### config.mk
export PLATFORM = sky130hd
export DESIGN_NAME = line_rd_serializer
export DESIGN_NICKNAME = d
export VERILOG_FILES = /design/src/rtl/line_rd_serializer.sv
export SDC_FILE = /design/constraint.sdc
export NUM_CORES = 1
export LEC_CHECK = 0
export ABC_AREA = 1
export BUFFER_PORTS_ARGS = -buffer_cell sky130_fd_sc_hd__buf_2
export CELL_PAD_IN_SITES_DETAIL_PLACEMENT = 0
export CELL_PAD_IN_SITES_GLOBAL_PLACEMENT = 1
export CORE_MARGIN = 4
export CORE_UTILIZATION = 39
export CTS_BUF_LIST = sky130_fd_sc_hd__clkbuf_4
export DETAILED_ROUTE_END_ITERATION = 16
export PLACE_DENSITY = 0.89
export SLEW_MARGIN = 10
export SYNTH_ARGS = -nofsm -noshare
export SYNTH_HDL_FRONTEND = slang
export SYNTH_SLANG_ARGS = --single-unit
export TNS_END_PERCENT = 50
### constraint.sdc
create_clock -name clk -period 73.5 [get_ports clk]
set_clock_uncertainty 0.1 [all_clocks]
set_input_delay 3.675 -clock clk [delete_from_list [all_inputs] [get_ports clk]]
set_output_delay 3.675 -clock clk [all_outputs]
set_load 0.05 [all_outputs]
### src/rtl/line_rd_serializer.sv
// line_rd_serializer: takes a whole cache line in one cycle and streams it out
// as BEATS words of WORD_W bits, starting at start_word and wrapping
// (critical-word-first).
//
// Handshake semantics (both ports): a transfer happens on a posedge where
// valid && ready. Once word_valid rises it stays high, with word_out,
// word_idx and word_last stable, until that word is accepted. word_valid
// never drops mid-line except on reset. load_ready is 1 in IDLE. In SEND it
// is 1 only while the final beat is being accepted (word_last && word_ready).
// That path is combinational, so a new line can follow with no bubble.
module line_rd_serializer #(
  parameter int LINE_W = 512,
  parameter int WORD_W = 64
) (
  input  logic                             clk,
  input  logic                             reset,
  input  logic [LINE_W-1:0]                line_in,
  input  logic [$clog2(LINE_W/WORD_W)-1:0] start_word,
  input  logic                             load_valid,
  output logic                             load_ready,
  output logic [WORD_W-1:0]                word_out,
  output logic [$clog2(LINE_W/WORD_W)-1:0] word_idx,
  output logic                             word_valid,
  input  logic                             word_ready,
  output logic                             word_last,
  output logic                             busy
);

  localparam int BEATS = LINE_W / WORD_W;
  localparam int IDX_W = $clog2(BEATS);
  localparam logic [IDX_W-1:0] LAST = IDX_W'(BEATS - 1);

  typedef enum logic {IDLE, SEND} state_t;

  // state is kept as a plain named signal so checkers can bind to it.
  state_t state;
  state_t state_nxt;

  // The line buffer is not reset. word_out is gated by word_valid, so stale
  // contents are never visible.
  logic [BEATS-1:0][WORD_W-1:0] line_q;
  logic [IDX_W-1:0]             idx_q;
  logic [IDX_W-1:0]             cnt_q;
  logic                         load_fire;
  logic                         beat_fire;

  // Output decode, handshake qualifiers and next-state selection.
  always_comb begin
    state_nxt  = state;
    word_valid = (state == SEND);
    busy       = (state == SEND);
    word_last  = (state == SEND) && (cnt_q == LAST);
    word_out   = (state == SEND) ? line_q[idx_q] : '0;
    word_idx   = (state == SEND) ? idx_q : '0;
    load_ready = (state == IDLE) || (word_last && word_ready);
    load_fire  = load_valid && load_ready;
    beat_fire  = word_valid && word_ready;
    case (state)
      IDLE: if (load_fire) state_nxt = SEND;
      SEND: if (beat_fire && word_last && !load_fire) state_nxt = IDLE;
      default: state_nxt = IDLE;
    endcase
  end

  // State register. Reset takes effect asynchronously, so word_valid drops
  // at once.
  always_ff @(posedge clk or posedge reset) begin
    if (reset) state <= IDLE;
    else       state <= state_nxt;
  end

  // Word index and beat counter. A load takes priority, because on the final
  // beat the next line's start index replaces the wrap increment.
  always_ff @(posedge clk or posedge reset) begin
    if (reset) begin
      idx_q <= '0;
      cnt_q <= '0;
    end else if (load_fire) begin
      idx_q <= start_word;
      cnt_q <= '0;
    end else if (beat_fire) begin
      idx_q <= (idx_q == LAST) ? '0 : idx_q + 1'b1;
      cnt_q <= (cnt_q == LAST) ? '0 : cnt_q + 1'b1;
    end
  end

  // Line capture happens only on the load handshake. Later changes to
  // line_in do not disturb the line being drained.
  always_ff @(posedge clk) begin
    if (load_fire && !reset) line_q <= line_in;
  end

endmodule
==> results.txt <==
* Status: finished clean
* Part of the total power dissipated in sequential elements: 0.345
- Synth Instances: 2278
- Layout cell share with drive strength beyond 1: 0.274
* Total power consumption of the routed design: 1.01 mW
- Switching fraction of total power: 0.436
- The internal portion of the total power is 567 µW.
- For this run, the total global-route usage over all layers was measured as 0.193.
* Antenna violations before repair: 34
* Combinational share of power: 0.404
- The congestion estimate from routability-driven global placement came to 0.835.
- Setup total negative slack on the finished layout was measured at 0 ns.
* Number of levels the H-tree was split into: 4
- The synthesized netlist contains 18 unique library cells.
* First-pass iteration count of the detailed router: 5
- Average wire per cell in the routed design: 16.3 µm
* Count of cells resized by post-cts repair: 0
- In this run the standard cell core region covers 0.0579 mm².
* Highest ir drop seen on vdd: 0.0263 mV
- Slew of the pin with the lowest slew margin: 1.07 ns
- Across the run, the number of max-cap violations was 0.
- Per-instance average area after synthesis: 10.0 µm²
- Once layout is complete, the utilization of the core stands at 0.484.
- Width of the die: 250 µm
* Post-DP HPWL: 41.6 mm
- Pin count of the biggest net entering global routing: 93
- Switching pwr: 439 µW
- Clock network fraction of total power: 0.251
- Ports placed on the boundary: 590
- After the first detailed-routing iteration, the DRC count stood at 1163.
* Maximum clock frequency: 124 MHz
- Warning count from the yosys run: 0
- Final hold violation count: 0
- Insertion delay to the later sink of the worst-skew pair: 0.92 ns
- Vias: 17000
- The floorplan step set the die height to 250 µm.
- CTS tree: done
* Worst-case headroom to the max-slew limit: 0.287
* Source of the worst register-to-register timing path: cnt_q[0]$_DFFE_PP0P_
- Data on the critical path is required at its endpoint by 69.72 ns.
- Relative area change from synthesis to final layout: 22.5%
- Start point of the critical path: word_ready
* Synthesis-stage register bit count: 519
- Instance area at placement: 0.0262 mm²
* Via count of the first global-routing pass: 16500
- The share of the Yosys chip area taken by registers is 0.679.
- CTS sink count: 519
- Via-to-Cell Ratio: 4.46
- The finished cells cover 0.0280 mm².
* Summed instance area of the synthesized netlist: 0.0229 mm²
* Final setup violation count: 0
* Master cell of the clock root buffer: sky130_fd_sc_hd__clkbuf_4
* Max clock buf depth: 3
* Critical-path maximum fanout: 6
- After the last flow step, the layout net total stands at 3447.
- STA classifies the critical path endpoint as a primary output.
- Once detail routing completed, the nets flagged for antenna violations numbered 0.
- In this run the worst hold path is classified as reg -> reg.
- Clock slew at the register clock pins of the worst setup and hold paths: 0.06 ns
* Critical path arrival: 4.26 ns
* CP max stage cell: sky130_fd_sc_hd__buf_2
- The initial utilization of the core area, before any placement, comes to 0.395.
- In the routed design, unresolved DRC markers number 0.
- Post-detailed-routing wire length: 62.2 mm
- Number of buffers added on ports: 589
- Maximum single-stage delay on the critical path: 0.30 ns
* Non-filler cells, final: 3817
- Hold bufs inserted after CTS: 0
- Startpoint of the lowest-slack hold path: cnt_q[1]$_DFFE_PP0P_
- Placed Cells incl. Taps: 3548
- Series of cell instances along the critical path: buf_2, nand2_1, nand2_1, buf_2
* Post-Synthesis Net Count: 2801
- Element type at the critical path start: input port
* Post-layout min period: 8.03 ns
* Total gr overflow: 0
- # rows: 88
* Die footprint: 0.0626 mm²
- Counting the buffers created by CTS gives 139.
* Setup Buffers After CTS: 0
- The number of pins exceeding their max-slew limit in the final report is 0.
- The setup path with the least slack is of type in -> out.
- Cell leakage power: 13.8 nW
* Pwr Density: 35.9 mW/mm²
- First-pass GRT wire length: 92.1 mm
* Final worst-path cycle share: 0.109
* Setup repair after global routing missed its margin: no
[state kept, by name, indices dropped and copies added (netlist names)]
| signal | cells |
|---|---|
| line_q | 512 |
| cnt_q | 3 |
| idx_q | 3 |
| busy | 1 |
[cells in the mapped netlist]
cell type                  number  area share
sky130_fd_sc_hd__nand2_1      855        0.14
sky130_fd_sc_hd__inv_1        527       0.086
sky130_fd_sc_hd__edfxtp_1     512        0.67
sky130_fd_sc_hd__nand3_1      263       0.058
sky130_fd_sc_hd__buf_2         35      0.0077
sky130_fd_sc_hd__buf_4         35       0.011
sky130_fd_sc_hd__buf_6         24       0.012
sky130_fd_sc_hd__clkbuf_1       7      0.0011
sky130_fd_sc_hd__dfrtp_1        7      0.0077
sky130_fd_sc_hd__ha_1           4      0.0022
sky130_fd_sc_hd__o21ai_0        2     0.00044
sky130_fd_sc_hd__inv_2          1     0.00016
sky130_fd_sc_hd__inv_4          1     0.00027
sky130_fd_sc_hd__nand4_1        1     0.00027
sky130_fd_sc_hd__nor2_1         1     0.00016
sky130_fd_sc_hd__nor2_4         1     0.00049
sky130_fd_sc_hd__o21ai_1        1     0.00022
sky130_fd_sc_hd__or2_2          1     0.00027
[area by class of cell]
type                    count  area [µm²]
diodes                     31        77.6
clock buffers             195        1460
clock inverters            43         283
fillers                  5446       29900
inverters                 529        2000
multi-input cells        1129        4630
flip-flops and latches    519       15600
well taps                 765         957
repair buffers            606        3080
[path summary, 6_finish.rpt]
kind | to | slack (ns) | cells after the start
setup / recovery | load_ready | 65.47 | 4
hold / removal | cnt_q[1]$_DFFE_PP0P_ | 0.39 | 2
setup reg to reg | line_q[357]$_DFFE_PP_ | 68.55 | 9
hold reg to reg | cnt_q[1]$_DFFE_PP0P_ | 0.39 | 2
max in group asynchronous | idx_q[0]$_DFFE_PP0P_ | 70.44 | 2
min in group asynchronous | idx_q[1]$_DFFE_PP0P_ | 2.61 | 2
[through the flow]
stage / hold slack [ns] / setup slack [ns]
3_5_place_dp: 0.382 / 65.47
5_1_grt: 0.422 / 65.33
6_report: 0.394 / 65.47
2_1_floorplan: 0.356 / 46.38
3_3_place_gp: 0.384 / 65.45
4_1_cts: 0.397 / 65.46
[power by group through the flow]
stage                     Clock (mW)  Sequential (mW)  Combinational [mW]
after detailed placement           0            0.354               0.409
final                          0.252            0.347               0.407
after global routing           0.279            0.348               0.442
after global placement             0            0.354               0.408
after CTS                      0.262            0.347               0.411
after floorplan                    0            0.353               0.320
[placed cells by master, fill, tap and decap left out, drive strengths merged]
cell      Yosys  routed
nand4         1       1
or2           1       1
buf          94     606
nand3       263     263
dfrtp         7       7
clkinv        0      33
edfxtp      512     512
nand2       855     855
ha            4       4
o21ai         3       3
inv         529     533
clkinvlp      0       3
diode         0      31
nor2          2       2
clkbuf        7     195
bufinv        0       3
[layer usage]
layer  vias to the layer above  wire length [µm]  global-route usage
li1                       8472                 -                   -
met4                        16              2000              0.0913
met2                       654             31100               0.316
met3                       148              5260              0.0679
met1                      7737             23800               0.228
met5                         -                82                   0
[cell families (layout without fill, tap and decap cells)]
family / after synthesis / count (layout) / share of synthesized area
and+or+nand+nor: 1122 / 1122 / 0.199
buffers and inverters: 630 / 1373 / 0.119
adders and majority gates: 4 / 4 / 0.00219
DFF: 519 / 519 / 0.679
AOI/OAI and AO/OA: 3 / 3 / 0.000656
other: 0 / 31 / 0
[critical path, delay by kind of cell]
kind / cells / cell delay, ns
buffers and inverters: 2 / 0.40
and+or+nand+nor: 2 / 0.18
Power figures use the tool's default switching activity.
